$ cat src/rtl/risc_core_mc_if.sv
// Bus bundle of the multi-cycle RISC core: instruction ROM port and
// data-memory request/acknowledge port.
//   imem_addr  : instruction address (core -> ROM)
//   imem_rdata : instruction word, registered by the ROM (ROM -> core)
//   dmem_req   : data transfer request, held until acknowledged
//   dmem_we    : 1 = write, 0 = read
//   dmem_addr  : data address
//   dmem_wdata : store data
//   dmem_rdata : load data, sampled in the acknowledge cycle
//   dmem_ack   : transfer complete
interface risc_core_mc_if #(
    parameter int DATA_W = 8,
    parameter int ADDR_W = 8
);
    logic [ADDR_W-1:0] imem_addr;
    logic [15:0]       imem_rdata;
    logic              dmem_req;
    logic              dmem_we;
    logic [ADDR_W-1:0] dmem_addr;
    logic [DATA_W-1:0] dmem_wdata;
    logic [DATA_W-1:0] dmem_rdata;
    logic              dmem_ack;

    modport master (
        output imem_addr,
        input  imem_rdata,
        output dmem_req,
        output dmem_we,
        output dmem_addr,
        output dmem_wdata,
        input  dmem_rdata,
        input  dmem_ack
    );

    modport slave (
        input  imem_addr,
        output imem_rdata,
        input  dmem_req,
        input  dmem_we,
        input  dmem_addr,
        input  dmem_wdata,
        output dmem_rdata,
        output dmem_ack
    );
endinterface

$ cat src/rtl/risc_core_mc.sv
// Multi-cycle RISC core: FETCH/DECODE/EXEC/MEM/WB state machine, four
// registers with R0 hardwired to zero, stalling data-memory handshake and
// a memory-mapped I/O port at the all-ones data address.
//   clk            : clock
//   reset          : asynchronous, active-low reset
//   bus            : instruction ROM and data-memory port (master side)
//   ext_data_in    : I/O input, sampled in EXEC of an I/O load
//   data_out       : registered I/O output, updated by an I/O store
//   data_out_valid : one-cycle pulse after each I/O store
//   halted         : high once HALT has executed, until reset
module risc_core_mc #(
    parameter int DATA_W = 8,
    parameter int ADDR_W = 8
) (
    input  logic                  clk,
    input  logic                  reset,
    risc_core_mc_if.master        bus,
    input  logic [DATA_W-1:0]     ext_data_in,
    output logic [DATA_W-1:0]     data_out,
    output logic                  data_out_valid,
    output logic                  halted
);
    typedef enum logic [2:0] {
        S_FETCH  = 3'd0,
        S_DECODE = 3'd1,
        S_EXEC   = 3'd2,
        S_MEM    = 3'd3,
        S_WB     = 3'd4,
        S_HALTED = 3'd5
    } state_t;

    localparam logic [2:0] OP_ADD   = 3'd0;
    localparam logic [2:0] OP_SUB   = 3'd1;
    localparam logic [2:0] OP_LOAD  = 3'd2;
    localparam logic [2:0] OP_STORE = 3'd3;
    localparam logic [2:0] OP_JUMP  = 3'd4;
    localparam logic [2:0] OP_BEQZ  = 3'd5;
    localparam logic [2:0] OP_ADDI  = 3'd6;
    localparam logic [2:0] OP_HALT  = 3'd7;

    localparam logic [ADDR_W-1:0] IO_ADDR = {ADDR_W{1'b1}};

    state_t            state_r, next_state_s;
    logic [ADDR_W-1:0] pc_r;
    logic [15:0]       ir_r;
    logic [DATA_W-1:0] r1_r, r2_r, r3_r;
    logic [DATA_W-1:0] wb_data_r;
    logic              req_r, we_r;
    logic [ADDR_W-1:0] addr_r;
    logic [DATA_W-1:0] wdata_r;
    logic [DATA_W-1:0] data_out_r;
    logic              valid_r;
    logic              halted_r;

    logic [2:0]        op_s;
    logic [1:0]        rd_s, rs1_s, rs2_s;
    logic [7:0]        imm8_s;
    logic [DATA_W-1:0] imm_d_s;
    logic [ADDR_W-1:0] imm_a_s;
    logic [DATA_W-1:0] rs1_val_s, rs2_val_s, rd_val_s;
    logic [ADDR_W-1:0] ea_s;
    logic              io_hit_s;
    logic [ADDR_W-1:0] pc_next_s;
    logic [DATA_W-1:0] alu_s;

    // Register-file read port; index 0 is the hardwired zero register.
    function automatic logic [DATA_W-1:0] reg_read(
        input logic [1:0]        idx,
        input logic [DATA_W-1:0] v1,
        input logic [DATA_W-1:0] v2,
        input logic [DATA_W-1:0] v3
    );
        case (idx)
            2'd1:    return v1;
            2'd2:    return v2;
            2'd3:    return v3;
            default: return {DATA_W{1'b0}};
        endcase
    endfunction

    assign op_s      = ir_r[15:13];
    assign rd_s      = ir_r[12:11];
    assign rs1_s     = ir_r[10:9];
    assign rs2_s     = ir_r[8:7];
    assign imm8_s    = ir_r[7:0];
    assign imm_d_s   = DATA_W'(imm8_s);
    assign imm_a_s   = ADDR_W'(imm8_s);
    assign rs1_val_s = reg_read(rs1_s, r1_r, r2_r, r3_r);
    assign rs2_val_s = reg_read(rs2_s, r1_r, r2_r, r3_r);
    assign rd_val_s  = reg_read(rd_s, r1_r, r2_r, r3_r);
    assign ea_s      = ADDR_W'(rs1_val_s) + imm_a_s;
    assign io_hit_s  = (ea_s == IO_ADDR);

    // ALU result and next PC for the instruction held in IR.
    always_comb begin
        alu_s     = {DATA_W{1'b0}};
        pc_next_s = pc_r + ADDR_W'(1'b1);
        case (op_s)
            OP_ADD:  alu_s = rs1_val_s + rs2_val_s;
            OP_SUB:  alu_s = rs1_val_s - rs2_val_s;
            OP_ADDI: alu_s = rs1_val_s + imm_d_s;
            default: alu_s = {DATA_W{1'b0}};
        endcase
        if (op_s == OP_JUMP) begin
            pc_next_s = imm_a_s;
        end else if ((op_s == OP_BEQZ) && (rs1_val_s == {DATA_W{1'b0}})) begin
            pc_next_s = imm_a_s;
        end else begin
            pc_next_s = pc_r + ADDR_W'(1'b1);
        end
    end

    // State register.
    always_ff @(posedge clk or negedge reset) begin
        if (!reset) begin
            state_r <= S_FETCH;
        end else begin
            state_r <= next_state_s;
        end
    end

    // Next-state logic; I/O-address accesses bypass MEM entirely.
    always_comb begin
        next_state_s = state_r;
        case (state_r)
            S_FETCH:  next_state_s = S_DECODE;
            S_DECODE: next_state_s = S_EXEC;
            S_EXEC: begin
                case (op_s)
                    OP_ADD, OP_SUB, OP_ADDI: next_state_s = S_WB;
                    OP_LOAD:   next_state_s = io_hit_s ? S_WB : S_MEM;
                    OP_STORE:  next_state_s = io_hit_s ? S_FETCH : S_MEM;
                    OP_JUMP, OP_BEQZ: next_state_s = S_FETCH;
                    OP_HALT:   next_state_s = S_HALTED;
                    default:   next_state_s = S_FETCH;
                endcase
            end
            S_MEM: begin
                if (bus.dmem_ack) begin
                    next_state_s = (op_s == OP_LOAD) ? S_WB : S_FETCH;
                end else begin
                    next_state_s = S_MEM;
                end
            end
            S_WB:     next_state_s = S_FETCH;
            S_HALTED: next_state_s = S_HALTED;
            default:  next_state_s = S_FETCH;
        endcase
    end

    // Datapath: PC, IR, register file, bus request and I/O registers.
    always_ff @(posedge clk or negedge reset) begin
        if (!reset) begin
            pc_r       <= {ADDR_W{1'b0}};
            ir_r       <= 16'h0000;
            r1_r       <= {DATA_W{1'b0}};
            r2_r       <= {DATA_W{1'b0}};
            r3_r       <= {DATA_W{1'b0}};
            wb_data_r  <= {DATA_W{1'b0}};
            req_r      <= 1'b0;
            we_r       <= 1'b0;
            addr_r     <= {ADDR_W{1'b0}};
            wdata_r    <= {DATA_W{1'b0}};
            data_out_r <= {DATA_W{1'b0}};
            valid_r    <= 1'b0;
            halted_r   <= 1'b0;
        end else begin
            valid_r <= 1'b0;
            case (state_r)
                S_DECODE: ir_r <= bus.imem_rdata;
                S_EXEC: begin
                    if (op_s != OP_HALT) begin
                        pc_r <= pc_next_s;
                    end
                    case (op_s)
                        OP_ADD, OP_SUB, OP_ADDI: wb_data_r <= alu_s;
                        OP_LOAD: begin
                            if (io_hit_s) begin
                                wb_data_r <= ext_data_in;
                            end else begin
                                req_r   <= 1'b1;
                                we_r    <= 1'b0;
                                addr_r  <= ea_s;
                                wdata_r <= {DATA_W{1'b0}};
                            end
                        end
                        OP_STORE: begin
                            if (io_hit_s) begin
                                data_out_r <= rd_val_s;
                                valid_r    <= 1'b1;
                            end else begin
                                req_r   <= 1'b1;
                                we_r    <= 1'b1;
                                addr_r  <= ea_s;
                                wdata_r <= rd_val_s;
                            end
                        end
                        OP_HALT: halted_r <= 1'b1;
                        default: halted_r <= halted_r;
                    endcase
                end
                S_MEM: begin
                    // Bus fields stay constant until the acknowledge cycle.
                    if (bus.dmem_ack) begin
                        req_r   <= 1'b0;
                        we_r    <= 1'b0;
                        addr_r  <= {ADDR_W{1'b0}};
                        wdata_r <= {DATA_W{1'b0}};
                        if (op_s == OP_LOAD) begin
                            wb_data_r <= bus.dmem_rdata;
                        end
                    end
                end
                S_WB: begin
                    // Writes to R0 are dropped by the default branch.
                    case (rd_s)
                        2'd1:    r1_r <= wb_data_r;
                        2'd2:    r2_r <= wb_data_r;
                        2'd3:    r3_r <= wb_data_r;
                        default: r1_r <= r1_r;
                    endcase
                end
                default: halted_r <= halted_r;
            endcase
        end
    end

    assign bus.imem_addr  = pc_r;
    assign bus.dmem_req   = req_r;
    assign bus.dmem_we    = we_r;
    assign bus.dmem_addr  = addr_r;
    assign bus.dmem_wdata = wdata_r;
    assign data_out       = data_out_r;
    assign data_out_valid = valid_r;
    assign halted         = halted_r;
endmodule
$ cat src/flat_wrapper.sv
// flat-port wrapper written by rule: the top's interface ports become plain ports
module risc_core_mc_flat 
#(
    parameter int DATA_W = 8,
    parameter int ADDR_W = 8
)
  (clk, reset, ext_data_in, data_out, data_out_valid, halted, bus_imem_addr, bus_imem_rdata, bus_dmem_req, bus_dmem_we, bus_dmem_addr, bus_dmem_wdata, bus_dmem_rdata, bus_dmem_ack);
  risc_core_mc_if #(.DATA_W(DATA_W), .ADDR_W(ADDR_W)) bus_i ();
  input  logic clk;
  input  logic reset;
  input  logic [DATA_W-1:0] ext_data_in;
  output logic [DATA_W-1:0] data_out;
  output logic data_out_valid;
  output logic halted;
  output wire logic [$bits(bus_i.imem_addr)-1:0] bus_imem_addr;
  input wire logic [$bits(bus_i.imem_rdata)-1:0] bus_imem_rdata;
  output wire logic [$bits(bus_i.dmem_req)-1:0] bus_dmem_req;
  output wire logic [$bits(bus_i.dmem_we)-1:0] bus_dmem_we;
  output wire logic [$bits(bus_i.dmem_addr)-1:0] bus_dmem_addr;
  output wire logic [$bits(bus_i.dmem_wdata)-1:0] bus_dmem_wdata;
  input wire logic [$bits(bus_i.dmem_rdata)-1:0] bus_dmem_rdata;
  input wire logic [$bits(bus_i.dmem_ack)-1:0] bus_dmem_ack;
  assign bus_imem_addr = bus_i.imem_addr;
  assign bus_i.imem_rdata = bus_imem_rdata;
  assign bus_dmem_req = bus_i.dmem_req;
  assign bus_dmem_we = bus_i.dmem_we;
  assign bus_dmem_addr = bus_i.dmem_addr;
  assign bus_dmem_wdata = bus_i.dmem_wdata;
  assign bus_i.dmem_rdata = bus_dmem_rdata;
  assign bus_i.dmem_ack = bus_dmem_ack;
  risc_core_mc #(.DATA_W(DATA_W), .ADDR_W(ADDR_W)) u_core (.clk(clk), .reset(reset), .bus(bus_i), .ext_data_in(ext_data_in), .data_out(data_out), .data_out_valid(data_out_valid), .halted(halted));
endmodule
$ cat config.mk
export PLATFORM = sky130hd
export DESIGN_NAME = risc_core_mc_flat
export DESIGN_NICKNAME = d
export VERILOG_FILES = /design/src/rtl/risc_core_mc_if.sv /design/src/rtl/risc_core_mc.sv /design/src/flat_wrapper.sv
export SDC_FILE = /design/constraint.sdc
export NUM_CORES = 1
export LEC_CHECK = 0
export ABC_AREA = 1
export BUFFER_PORTS_ARGS = -buffer_cell sky130_fd_sc_hd__clkbuf_2
export CORE_MARGIN = 5
export CORE_UTILIZATION = 48
export CTS_BUF_LIST = sky130_fd_sc_hd__clkbuf_8
export DETAILED_ROUTE_END_ITERATION = 8
export GPL_ROUTABILITY_DRIVEN = 0
export PLACE_DENSITY = 0.68
export SLEW_MARGIN = 0
export SYNTH_ARGS = -nofsm -noshare
export SYNTH_HDL_FRONTEND = slang
export SYNTH_SLANG_ARGS = --single-unit
$ cat constraint.sdc
create_clock -name clk -period 4 [get_ports clk]
set_input_delay 0.2 -clock clk [delete_from_list [all_inputs] [get_ports clk]]
set_output_delay 0.2 -clock clk [all_outputs]
set_load 0.02 [all_outputs]
==> results.sh <==
export IMPL_vias_per_cell=5.357
export IMPL_nNetsFinal=838
export IMPL_synth_area_sq_mm=0.005283
export IMPL_synth_top_area_share_pct=41.21
export IMPL_ctsHoldBuffers=0
export IMPL_synth_edff_count=0
export IMPL_overflow=0
export IMPL_synthDistinctLibCells=44
export IMPL_via_count=4987
export IMPL_cts_max_level=3
export IMPL_worstReg2RegStart="u_core.ir_r[7]"
export IMPL_n_antenna_cell=0
export IMPL_final_hold_viol_count=1
export IMPL_crit_type="flop to flop"
export IMPL_grt_pass1_wl_mm=23.54
export IMPL_first_pass_iters=7
export IMPL_fin_crit_sh_pct=90.38
export IMPL_cts_sinks=87
export IMPL_multi_input_area_sq_mm=0.002659
export IMPL_fin_util_pct=55.17
export IMPL_synth_top_area_cell="dfrtp_1"
export IMPL_track_usage_pct=22.99
export IMPL_nFillCells=1018
export IMPL_arrival_ns=3.88
export IMPL_syn_to_final_growth_pct=12.72
export IMPL_clk_pin_slew_ns=0.09
export IMPL_cp_buffers_inverters=3
export IMPL_critPathMaxFanout=11
export IMPL_drive_gt1_share_pct=15.04
export IMPL_synth_cells=718
export IMPL_cts_buffers=9
export IMPL_finalSetupTns_ns=0
export IMPL_ir_drop_uv=469.9
export IMPL_worstSkewPairLatency_ns=0.39
export IMPL_ys_top_cells_by_area="dfrtp_1 41%, nand2_1 15%, inv_1 6.8%"
export IMPL_ys_warn_count=0
export IMPL_cellLeakagePower_nw=3.102
export IMPL_max_slew_margin_rel_pct=26.32
export IMPL_required_ns=4.26
export IMPL_finClkSkew_ns=0.01301
export IMPL_hpwl_mm=11.19
export IMPL_wirelength_mm=14.42
export IMPL_ys_ff_latch=87
export IMPL_dp_cells=916
export IMPL_synthTopCellsByCount="205 x nand2_1, 96 x inv_1, 87 x dfrtp_1, 66 x nor2_1, 60 x o21ai_0"
export IMPL_p_per_area_mw_per_mm2=932.3
export IMPL_clock_fmax_mhz=276.6
export IMPL_status="complete, but fails checks"
export IMPL_violations="negative hold slack"
export IMPL_grt_pass1_vias=4678
export IMPL_die_area_sq_mm=0.01320
export IMPL_post_drt_wl_per_cell_microns=15.49
export IMPL_cts_tree="yes"
export IMPL_setup_viol=0
export IMPL_power_total_mw=5.552
export IMPL_die_w_microns=114.9
export IMPL_yosysSeqAreaShare_pct=41.21
export IMPL_core_area_sq_mm=0.01079
export IMPL_crit_slowest_cell="dfrtp_1"
export IMPL_path_cells="clkinv_1 > nand2_1 > o211ai_1 > inv_1 > ha_1 > inv_1 > nor4_1 > nor2_1 > xor2_1 > ha_1 > nand2_1 > nor2_1 > a211oi_1 > nand3b_1 > nand3_1 > nand3_1 > nand2_1 > nand2_1 > nand2_1 > o21ai_1"
export IMPL_num_rows=38
export IMPL_syn_num_nets=769
export IMPL_ys_flop_type="dfrtp_1"
export IMPL_cpLargestDelayFamily="simple AND/OR/NAND/NOR gates"
export IMPL_regArea_sq_mm=0.002177
export IMPL_postCtsSetupBuffers=0
export IMPL_rsz0062_at_grt="no"
export IMPL_hp_class="input port to asynchronous set/reset pin"
export IMPL_start_util_pct=48.95
export IMPL_synth_async_reset_ratio_pct=100.0
export IMPL_worst_slew_pin_slew_ns=1.102
export IMPL_first_iter_violations=365
export IMPL_ioPinCount=71
export IMPL_die_y_microns=114.9
export IMPL_root_buffer="clkbuf_8"
export IMPL_min_period_ns=3.615
export IMPL_max_cap_viol_count=0
export IMPL_crit_start="u_core.ir_r[7]"
export IMPL_slowest_delay_ns=0.58
export IMPL_crit_top_cell="nand2_1"
export IMPL_drc=0
export IMPL_worst_setup_path_end_kind="flop"
export IMPL_syn_area_per_cell_sq_um=7.357
export IMPL_cts_resized=0
export IMPL_yosysMostFrequentCell="nand2_1"
export IMPL_antenna_found_initial=0
export IMPL_startpoint_type="flop"
export IMPL_worst_hold_slack_ns=-0.0005556
export IMPL_grt_max_degree=88
export IMPL_ctsLongestPathBuffers=2
export IMPL_numPortBuffers=70
export IMPL_stdcell_count=931
export IMPL_slew_viol_final=0
export IMPL_antenna_left=0
## sequential cells by signal, summed over array words and instances, names as in the netlist
signal                 flops
u_core.r3_r                8
u_core.wb_data_r           8
u_core.bus.dmem_addr       8
u_core.bus.dmem_wdata      8
u_core.r2_r                8
u_core.halted              1
u_core.r1_r                8
u_core.bus.dmem_we         1
u_core.ir_r               16
u_core.data_out_valid      1
u_core.state_r             3
u_core.bus.dmem_req        1
u_core.data_out            8
u_core.bus.imem_addr       8
## cell families (layout without fill, tap and decap cells)
logic type	Yosys count	after routing	synth area share, %
buffers and inverters	115	188	8.456
adder cells (fa/ha/maj)	16	16	3.790
XOR/XNOR	11	11	1.966
AND/OR/NAND/NOR	358	358	29.58
flip-flops	87	87	41.21
multiplexers	7	7	1.492
AO/OA/AOI/OAI	124	124	13.50
## through the flow
stage | setup slack (ns) | cell area, sq um
2_1_floorplan | 0.9834 | 5283
3_3_place_gp | 0.6252 | 5766
3_5_place_dp | 0.4508 | 5766
4_1_cts | 0.4333 | 5954
5_1_grt | 0.01541 | 5954
6_report | 0.3849 | 5954
## final timing paths
| check | endpoint | slack [ns] | cells past startpoint |
|---|---|---|---|
| worst max-delay path | u_core.wb_data_r[6] | 0.38 | 20 |
| worst min-delay path | u_core.data_out[5] | -0.0006 | 1 |
| worst max register to register | u_core.wb_data_r[6] | 0.38 | 20 |
| worst min register to register | u_core.halted | 0.48 | 2 |
| max in group asynchronous | u_core.wb_data_r[0] | 3.33 | 1 |
| min in group clk | u_core.ir_r[12] | 0.04 | 2 |
## cell usage in the layout (no fill, tap or decap), types with 2 or more instances in the layout
cell / count
nor2_1: 66
a221oi_1: 4
dfrtp_1: 87
nand4_1: 7
o21ai_0: 60
a21oi_1: 23
o21ai_2: 2
a211oi_1: 3
nor4_1: 2
ha_1: 16
inv_2: 2
o211ai_1: 4
nand3b_1: 7
nor3_1: 6
mux2_2: 7
or2_2: 3
xor2_1: 6
nand2_2: 4
clkbuf_2: 69
nand3_1: 46
a31oi_1: 2
nor2_2: 3
nand3_4: 2
clkbuf_8: 10
nand2_1: 205
o21ai_1: 11
o221ai_1: 8
inv_1: 98
xnor2_1: 4
nand3_2: 4
buf_4: 5
## power breakdown
part	switching, mW	internal [mW]	leakage (nW)
clock network	0.319	0.298	0.105
logic	2.23	1.17	1.87
registers	0.342	1.18	1.13
total	2.90	2.66	3.10
## final cells by class
type                       count  area share (%)
clock inverter                 5          0.8615
inverter                      99           6.241
multi-input combinational    516           44.65
clock buffer                  10           2.311
tap                          140           2.942
timing repair buffer          74           6.430
sequential                    87           36.56
## layer usage
| layer | global-route usage [%] | up-vias | part of all wire, % |
|---|---|---|---|
| li1 | - | 2461 | - |
| met2 | 33.22 | 197 | 43 |
| met4 | 11.42 | 0 | 3.4 |
| met3 | 4.684 | 38 | 7.8 |
| met1 | 32.82 | 2291 | 46 |
| met5 | 0 | - | 0 |
## worst reg2reg max path, cell delays in order (launching register included)
cell,delay [ns]
dfrtp_1,0.58
clkinv_1,0.38
nand2_1,0.17
o211ai_1,0.17
inv_1,0.09
ha_1,0.14
inv_1,0.05
nor4_1,0.37
nor2_1,0.09
xor2_1,0.16
ha_1,0.34
nand2_1,0.10
nor2_1,0.05
a211oi_1,0.24
nand3b_1,0.11
nand3_1,0.09
nand3_1,0.10
nand2_1,0.09
nand2_1,0.05
nand2_1,0.06
o21ai_1,0.06
(Power assumes the default switching activity.)
